**src/rtl/wb_queue_if.sv**
```systemverilog
// Bus bundle for the writeback queue: ALU/load requests, the register-file
// write port, operand hazard lookups and occupancy.
interface wb_queue_if #(parameter int DEPTH = 4);
    localparam int CW = $clog2(DEPTH) + 1;

    logic          alu_valid_i;
    logic [4:0]    alu_addr_i;
    logic [31:0]   alu_data_i;
    logic          alu_ready_o;
    logic          mem_valid_i;
    logic [4:0]    mem_addr_i;
    logic [31:0]   mem_data_i;
    logic          mem_ready_o;
    logic          write_enable_o;
    logic [4:0]    write_addr_o;
    logic [31:0]   write_data_o;
    logic [4:0]    lookup_addr_a_i;
    logic [4:0]    lookup_addr_b_i;
    logic          pending_a_o;
    logic          pending_b_o;
    logic [CW-1:0] count_o;

    modport slave (
        input  alu_valid_i, alu_addr_i, alu_data_i,
        input  mem_valid_i, mem_addr_i, mem_data_i,
        input  lookup_addr_a_i, lookup_addr_b_i,
        output alu_ready_o, mem_ready_o,
        output write_enable_o, write_addr_o, write_data_o,
        output pending_a_o, pending_b_o, count_o
    );

    modport master (
        output alu_valid_i, alu_addr_i, alu_data_i,
        output mem_valid_i, mem_addr_i, mem_data_i,
        output lookup_addr_a_i, lookup_addr_b_i,
        input  alu_ready_o, mem_ready_o,
        input  write_enable_o, write_addr_o, write_data_o,
        input  pending_a_o, pending_b_o, count_o
    );
endinterface

```
**src/rtl/wb_queue.sv**
```systemverilog
// Writeback queue: merges ALU and load results into one register-file write
// port in acceptance order, draining one entry per cycle; flags pending writes.
module wb_queue #(
    parameter int DEPTH = 4
) (
    input  logic      clk_i,
    input  logic      rsn_i,
    wb_queue_if.slave bus
);
    localparam int PW = $clog2(DEPTH);
    localparam int CW = PW + 1;

    logic [PW-1:0] head_q, head_d, tail_q, tail_d;
    logic [CW-1:0] count_q, count_d;
    logic          we_q, we_d;
    logic [4:0]    waddr_q, waddr_d;
    logic [31:0]   wdata_q, wdata_d;

    logic [4:0]    addr_mem_q [DEPTH];
    logic [31:0]   data_mem_q [DEPTH];

    logic          alu_ready_s, mem_ready_s, alu_push_s, mem_push_s, pop_s;
    logic [PW-1:0] mem_slot_s;
    logic [DEPTH-1:0] live_s;
    logic          pend_a_s, pend_b_s;

    // Acceptance, pointer/count next-state and drain of the head entry.
    always_comb begin
        alu_ready_s = (count_q < CW'(DEPTH));
        alu_push_s  = bus.alu_valid_i & alu_ready_s & (bus.alu_addr_i != 5'd0);
        // A same-cycle pop is deliberately not credited as free space.
        mem_ready_s = ((count_q + CW'(alu_push_s)) < CW'(DEPTH));
        mem_push_s  = bus.mem_valid_i & mem_ready_s & (bus.mem_addr_i != 5'd0);
        pop_s       = (count_q != {CW{1'b0}});
        mem_slot_s  = tail_q + PW'(alu_push_s);
        tail_d      = tail_q + PW'(alu_push_s) + PW'(mem_push_s);
        head_d      = head_q + PW'(pop_s);
        count_d     = count_q + CW'(alu_push_s) + CW'(mem_push_s) - CW'(pop_s);
        we_d        = pop_s;
        if (pop_s) begin
            waddr_d = addr_mem_q[head_q];
            wdata_d = data_mem_q[head_q];
        end else begin
            waddr_d = waddr_q;
            wdata_d = wdata_q;
        end
    end

    // Hazard lookup over live slots plus the write currently on the port.
    always_comb begin
        live_s   = {DEPTH{1'b0}};
        pend_a_s = 1'b0;
        pend_b_s = 1'b0;
        for (int j = 0; j < DEPTH; j++) begin
            live_s[j] = ({1'b0, PW'(j) - head_q} < count_q);
        end
        for (int k = 0; k < DEPTH; k++) begin
            pend_a_s = pend_a_s | (live_s[k] & (addr_mem_q[k] == bus.lookup_addr_a_i));
            pend_b_s = pend_b_s | (live_s[k] & (addr_mem_q[k] == bus.lookup_addr_b_i));
        end
        pend_a_s = (bus.lookup_addr_a_i != 5'd0) &
                   (pend_a_s | (we_q & (waddr_q == bus.lookup_addr_a_i)));
        pend_b_s = (bus.lookup_addr_b_i != 5'd0) &
                   (pend_b_s | (we_q & (waddr_q == bus.lookup_addr_b_i)));
    end

    // Entry storage; contents are qualified by head/count so need no reset.
    always_ff @(posedge clk_i) begin
        if (alu_push_s) begin
            addr_mem_q[tail_q] <= bus.alu_addr_i;
            data_mem_q[tail_q] <= bus.alu_data_i;
        end
        if (mem_push_s) begin
            addr_mem_q[mem_slot_s] <= bus.mem_addr_i;
            data_mem_q[mem_slot_s] <= bus.mem_data_i;
        end
    end

    // Control state and registered write port.
    always_ff @(posedge clk_i or negedge rsn_i) begin
        if (!rsn_i) begin
            head_q  <= {PW{1'b0}};
            tail_q  <= {PW{1'b0}};
            count_q <= {CW{1'b0}};
            we_q    <= 1'b0;
            waddr_q <= 5'd0;
            wdata_q <= 32'd0;
        end else begin
            head_q  <= head_d;
            tail_q  <= tail_d;
            count_q <= count_d;
            we_q    <= we_d;
            waddr_q <= waddr_d;
            wdata_q <= wdata_d;
        end
    end

    assign bus.alu_ready_o    = alu_ready_s;
    assign bus.mem_ready_o    = mem_ready_s;
    assign bus.write_enable_o = we_q;
    assign bus.write_addr_o   = waddr_q;
    assign bus.write_data_o   = wdata_q;
    assign bus.pending_a_o    = pend_a_s;
    assign bus.pending_b_o    = pend_b_s;
    assign bus.count_o        = count_q;
endmodule

```
**src/flat_wrapper.sv**
```systemverilog
// flat-port wrapper written by rule: the top's interface ports become plain ports
module wb_queue_flat 
#(
    parameter int DEPTH = 4
)
  (clk_i, rsn_i, bus_alu_valid_i, bus_alu_addr_i, bus_alu_data_i, bus_mem_valid_i, bus_mem_addr_i, bus_mem_data_i, bus_lookup_addr_a_i, bus_lookup_addr_b_i, bus_alu_ready_o, bus_mem_ready_o, bus_write_enable_o, bus_write_addr_o, bus_write_data_o, bus_pending_a_o, bus_pending_b_o, bus_count_o);
  wb_queue_if #(.DEPTH(DEPTH)) bus_i ();
  input  logic clk_i;
  input  logic rsn_i;
  input wire logic [$bits(bus_i.alu_valid_i)-1:0] bus_alu_valid_i;
  input wire logic [$bits(bus_i.alu_addr_i)-1:0] bus_alu_addr_i;
  input wire logic [$bits(bus_i.alu_data_i)-1:0] bus_alu_data_i;
  input wire logic [$bits(bus_i.mem_valid_i)-1:0] bus_mem_valid_i;
  input wire logic [$bits(bus_i.mem_addr_i)-1:0] bus_mem_addr_i;
  input wire logic [$bits(bus_i.mem_data_i)-1:0] bus_mem_data_i;
  input wire logic [$bits(bus_i.lookup_addr_a_i)-1:0] bus_lookup_addr_a_i;
  input wire logic [$bits(bus_i.lookup_addr_b_i)-1:0] bus_lookup_addr_b_i;
  output wire logic [$bits(bus_i.alu_ready_o)-1:0] bus_alu_ready_o;
  output wire logic [$bits(bus_i.mem_ready_o)-1:0] bus_mem_ready_o;
  output wire logic [$bits(bus_i.write_enable_o)-1:0] bus_write_enable_o;
  output wire logic [$bits(bus_i.write_addr_o)-1:0] bus_write_addr_o;
  output wire logic [$bits(bus_i.write_data_o)-1:0] bus_write_data_o;
  output wire logic [$bits(bus_i.pending_a_o)-1:0] bus_pending_a_o;
  output wire logic [$bits(bus_i.pending_b_o)-1:0] bus_pending_b_o;
  output wire logic [$bits(bus_i.count_o)-1:0] bus_count_o;
  assign bus_i.alu_valid_i = bus_alu_valid_i;
  assign bus_i.alu_addr_i = bus_alu_addr_i;
  assign bus_i.alu_data_i = bus_alu_data_i;
  assign bus_i.mem_valid_i = bus_mem_valid_i;
  assign bus_i.mem_addr_i = bus_mem_addr_i;
  assign bus_i.mem_data_i = bus_mem_data_i;
  assign bus_i.lookup_addr_a_i = bus_lookup_addr_a_i;
  assign bus_i.lookup_addr_b_i = bus_lookup_addr_b_i;
  assign bus_alu_ready_o = bus_i.alu_ready_o;
  assign bus_mem_ready_o = bus_i.mem_ready_o;
  assign bus_write_enable_o = bus_i.write_enable_o;
  assign bus_write_addr_o = bus_i.write_addr_o;
  assign bus_write_data_o = bus_i.write_data_o;
  assign bus_pending_a_o = bus_i.pending_a_o;
  assign bus_pending_b_o = bus_i.pending_b_o;
  assign bus_count_o = bus_i.count_o;
  wb_queue #(.DEPTH(DEPTH)) u_core (.clk_i(clk_i), .rsn_i(rsn_i), .bus(bus_i));
endmodule
```
**config.mk**
```make
export PLATFORM = sky130hd
export DESIGN_NAME = wb_queue_flat
export DESIGN_NICKNAME = d
export VERILOG_FILES = /design/src/rtl/wb_queue_if.sv /design/src/rtl/wb_queue.sv /design/src/flat_wrapper.sv
export SDC_FILE = /design/constraint.sdc
export NUM_CORES = 1
export LEC_CHECK = 0
export CORE_MARGIN = 2
export CORE_UTILIZATION = 40
export DETAILED_ROUTE_END_ITERATION = 8
export SLEW_MARGIN = 20
export SYNTH_ARGS = -nofsm -noshare
export SYNTH_HDL_FRONTEND = slang
export SYNTH_SLANG_ARGS = --single-unit
```
**constraint.sdc**
```tcl
create_clock -name clk_i -period 3.95 [get_ports clk_i]
set_input_delay 0.5925 -clock clk_i [delete_from_list [all_inputs] [get_ports clk_i]]
set_output_delay 0.5925 -clock clk_i [all_outputs]
set_load 0.01 [all_outputs]
```
# Yosys cells after proc, flatten, opt, wreduce, memory -nomap -nowiden
# Memory sizes are Yosys's and may differ from the RTL's. A register that Yosys moved wholly into a read port is not among the register bits.
# Cells that the tools add are included.
classes:
  eq_ne: 10
  n_addsub: 10
  mux: 4
  n_lt_le_gt_ge: 6
  bitwise_logic: 24
  n_reduce_logical: 7
op_table:
  columns: ["op", "n"]
  rows:
  - ["$eq 5x5->1", 10]
  - ["$reduce_bool 5->1", 4]
  - ["$and 1x1->1", 16]
  - ["$lt 2x3->1", 4]
  - ["$or 1x1->1", 8]
  - ["$add 2x1->2", 3]
  - ["$add 3x1->3", 2]
  - ["$lt 3x3->1 const B", 2]
  - ["$mux 1", 4]
  - ["$sub 1x2->2 const A", 2]
  - ["$sub 2x2->2 const A", 2]
  - ["$reduce_bool 3->1", 1]
  - ["$sub 3x1->3", 1]
  - ["$logic_not 1->1", 2]
totals:
  ff_bits: 8
  wordCells: 67
  ram_bits: 148
  memories: 2
  out_inout_bits: 45
  inputBits: 88
memory_table:
  columns: ["name", "depth", "word_bits", "rd", "rd_ports_with_merged_regs", "wr", "line_no", "text"]
  rows:
  - ["u_core.data_mem_q", 4, 32, 1, 1, 2, "wb_queue.sv:20", "logic [31:0] data_mem_q [DEPTH];"]
  - ["u_core.addr_mem_q", 4, 5, 5, 1, 2, "wb_queue.sv:19", "logic [4:0] addr_mem_q [DEPTH];"]

# Logic depth before layout (Yosys ltp)
logic_depth:
  word_depth: 9
  depth_mapped: 12
  mapped_depth_nobuf: 12

# Worst setup path before layout
# Ideal clock, no wire load.
synth_timing:
  kind: "input port to flip-flop"
  from: "in bus_alu_addr_i[4]"
  to: "mem u_core.addr_mem_q[0][0], enable pin"
  t_required_ns: 3.570
  t_arrival_ns: 3.564
  setup_time_ns: 0.380
  slack_ns: 0.006
  n_path_buf: 2
  stages: 10
  cell_sequence: "or3_1 o311a_1 ha_1 ha_1 xnor2_1 o211ai_2 nor3b_1 buf_2 buf_2 a31o_2"
synth_lines:
  columns: ["element", "line_no", "text"]
  rows:
  - ["from (decl)", "flat_wrapper.sv:11", "input wire logic [$bits(bus_i.alu_addr_i)-1:0] bus_alu_addr_i;"]
  - ["to (decl)", "wb_queue.sv:19", null]

# Final worst setup path
layout_timing:
  from: "in bus_alu_addr_i[4]"
  to: "out bus_mem_ready_o"
layout_via:
  elab_chain_cells: 4
layout_rtl:
  columns: ["element", "line_no", "text"]
  rows:
  - ["$reduce_bool 5->1", "wb_queue.sv:30", "alu_push_s = bus.alu_valid_i & alu_ready_s & (bus.alu_addr_i != 5'd0);"]
  - ["$and 1x1->1", "wb_queue.sv:30", null]
  - ["$add 3x1->3", "wb_queue.sv:32", "mem_ready_s = ((count_q + CW'(alu_push_s)) < CW'(DEPTH));"]
  - ["$lt 3x3->1", "wb_queue.sv:32", null]
  - ["to (decl)", "flat_wrapper.sv:19", "output wire logic [$bits(bus_i.mem_ready_o)-1:0] bus_mem_ready_o;"]
# Every way passes these cells.

==> results_dict.tcl <==
set metrics [dict create \
    cts_hold_buf 0 \
    synth_edf_count 148 \
    nNetsFinal 832 \
    min_period_over_period_pct 94.8 \
    slowest_delay_ns 0.55 \
    place_inst 1037 \
    ff2ff_setup_slack_ns 0.88 \
    stdcell_count 1069 \
    grt_util_all_layers_pct 19.0 \
    outcome "completed" \
    wl_per_cell_um 21.9 \
    ctsResizeCount 0 \
    p_total_mw 9.10 \
    rr_worst_depth 12 \
    gp_congestion 0.800 \
    ant_nets 0 \
    worst_setup_path_start_kind "input port" \
    syn_to_final_growth_pct 26.7 \
    overflow 0 \
    p_sw_share_pct 32.1 \
    critPathRequiredTime_ns 3.36 \
    fin_ws_ns 0.207 \
    synth-seq-area-share_pct 56.9 \
    rsz0062_at_grt "no" \
    crit_type "in -> out" \
    ys_ff_latch 193 \
    synth_adder_area_share_pct 1.61 \
    worst-path-stages 8 \
    ctsHtreeMaxLevel 4 \
    intPower_mw 6.18 \
    relSlewSlack_pct 44.6 \
    hold_class "in -> async" \
    grt_start_max_net_pins 39 \
    combPwrFrac_pct 43.3 \
    cts.clk_slew.worst_paths_ns 0.08 \
    grt_pass1_wl_um 36500 \
    critPathLaunch "bus_alu_addr_i[4]" \
    syn_area_per_cell_um2 16.8 \
    async_reset_ff_share_pct 23.3 \
    r2r-start "u_core.bus.count_o[2]$_DFF_PN0_" \
    route.detailed.drc 0 \
    min_period_ns 3.74 \
    synth_compound_area_share_pct 1.14 \
    max_freq_mhz 267 \
    cpMaxStageDelayCell "clkdlybuf4s50_1" \
    synth-main-ff-cell "edfxtp_1" \
    final_cell_mix "166 x mux2_2, 148 x edfxtp_1, 131 x clkdlybuf4s50_1" \
    grt_antenna_before_repair 0 \
    ir_drop_mv 0.384 \
    clock_skew_ns 0.0161 \
    tritoncts "built" \
    cpLargestDelayFamily "buffers and inverters" \
    synth_simple_gate_area_share_pct 2.21 \
    cts_buffers 17 \
    power_density_nw_per_um2 734 \
    cts.sink_count 193 \
    post-place-ws_ns -0.0278 \
    coreArea_um2 24200 \
    postCtsSetupRepairBufs 0 \
    arrival_ns 3.15 \
    die_x_um 160 \
    synth_mux_area_share_pct 30.5 \
    diodes 0 \
    tightest_slew_ns 0.830 \
    leakage_nw 4.30 \
    hold_viol 0 \
    clockBufferDepth 2 \
    wirelength_um 23400 \
    fp.dieH_um 160 \
    vias 5577 \
    max_cap_violations 0 \
    die-area_um2 25700 \
    first_global_vias 6236 \
    syn_area_um2 9780 \
    sequentialPowerShare_pct 37.9 \
    crit_fanout 2 \
    synth_xor_area_share_pct 5.10 \
    routed_via_density 5.22 \
    cts-root-buf "clkbuf_16" \
    layout_commonest_cell "mux2_2" \
    yosysWarnings 0 \
    syn_nets 684 \
    drive_above_1_share_pct 40.5 \
    ys_types 38 \
    io_pins 133 \
    initial_core_util_pct 40.5 \
    switchingPower_mw 2.92 \
    port_buffers 132 \
    r2r-end "u_core.bus.count_o[2]$_DFF_PN0_" \
    drt_iter0_drc 283 \
    cp-endpoint "bus_mem_ready_o" \
    synthCells 584 \
    clk-insertion-delay-late_ns 0.44 \
    dp_hpwl_um 15600 \
    crit_path_cell_trace "clkdlybuf4s50_1 > or3_1 > o311a_1 > ha_1 > ha_1 > xnor2_1 > buf_4 > clkdlybuf4s50_1" \
    first_pass_iters 4 \
    synth_top_family_by_area "multiplexers" \
    crit_buf_inv 3 \
    final_max_slew_viol_count 0 \
    end_kind "output port" \
    setup_viol 0 \
    fp-row-count 57 \
    clkPwrFrac_pct 18.7 \
]
==> area by class of cell <==
cell class,instances,area (µm²)
clock buffer,18,429
clock inverter,14,143
fill,1996,11800
inverter,11,41.3
multi-input combinational,341,3990
sequential,193,5580
tap,324,405
timing repair buffer,168,1810
==> how the worst min path moves through the flow <==
stage	depth (start not counted)	slack, ns	end	from
2_1_floorplan	0	0.30	u_core.bus.count_o[0]$_DFF_PN0_	rsn_i
3_3_place_gp	1	0.49	u_core.bus.write_data_o[3]$_DFFE_PN0N_	u_core.bus.write_data_o[3]$_DFFE_PN0N_
3_5_place_dp	1	0.49	u_core.bus.write_data_o[19]$_DFFE_PN0N_	u_core.bus.write_data_o[19]$_DFFE_PN0N_
4_1_cts	1	0.13	u_core.bus.write_data_o[23]$_DFFE_PN0N_	rsn_i
5_1_grt	1	0.14	u_core.bus.write_data_o[23]$_DFFE_PN0N_	rsn_i
6_report	1	0.12	u_core.bus.write_data_o[23]$_DFFE_PN0N_	rsn_i
==> layer usage <==
metal | wire length (µm) | global-route usage (%) | up-vias | part of all wire, %
met5 | 0 | 0 | - | 0
met4 | 178 | 4.42 | 0 | 0.76
met3 | 833 | 3.15 | 14 | 3.6
met2 | 12400 | 34.6 | 109 | 53
met1 | 10000 | 23.5 | 2889 | 43
li1 | - | - | 2565 | -
==> through the flow <==
step,hold slack [ns],util (%),TNS (ns),area (µm²)
2_1_floorplan,0.297,-,0,9780
4_1_cts,0.133,51.3,0,12400
6_report,0.120,51.3,0,12400
5_1_grt,0.144,51.3,0,12400
3_3_place_gp,0.487,48.9,0,11800
3_5_place_dp,0.494,48.9,-0.0278,11800
==> flip-flops by register name, summed over array words and instances, names as in the netlist <==
register,count
u_core.addr_mem_q,20
u_core.data_mem_q,128
u_core.bus.write_enable_o,1
u_core.bus.write_data_o,32
u_core.bus.count_o,3
u_core.tail_q,2
u_core.bus.write_addr_o,5
u_core.head_q,2
==> power by group through the flow <==
stage / logic [mW] / registers, mW / clock network, mW
2_1_floorplan: 2.33 / 3.46 / 0
3_3_place_gp: 3.94 / 3.46 / 0
3_5_place_dp: 4.01 / 3.51 / 0
4_1_cts: 4.04 / 3.47 / 1.74
5_1_grt: 4.26 / 3.53 / 1.80
6_report: 3.94 / 3.45 / 1.71
==> synthesized netlist by cell type (2+ instances only) <==
cell type  instances  area share [%]
a21oi_1            3            0.15
a31o_2             4            0.36
and3_1             2            0.13
buf_1              3            0.12
buf_2             12            0.61
buf_4              3            0.23
buf_6              2            0.23
clkbuf_1          18            0.69
dfrtp_1           45              12
edfxtp_1         148              45
ha_1              11             1.4
inv_1             10            0.38
mux2_2           166              19
mux2_4            19             2.9
mux4_2            37             8.5
nand3_1            6            0.31
nand4_1            2            0.13
nor2_1             2           0.077
nor3_1             4            0.20
nor3b_1            2            0.15
nor4_1            10            0.64
o21a_1             2            0.15
or4_1              3            0.23
xnor2_1           29             2.6
xor2_1            28             2.5
==> cell families (layout without fill, tap and decap cells) <==
| kind of cell | count (synthesis) | in the layout |
|---|---|---|
| AOI/OAI and AO/OA | 14 | 14 |
| xor gates and xnor gates | 57 | 57 |
| adders and majority gates | 12 | 12 |
| buffers and inverters | 50 | 211 |
| DFF | 193 | 193 |
| muxes | 222 | 222 |
| and+or+nand+nor | 36 | 36 |
(Power assumes the default switching activity.)
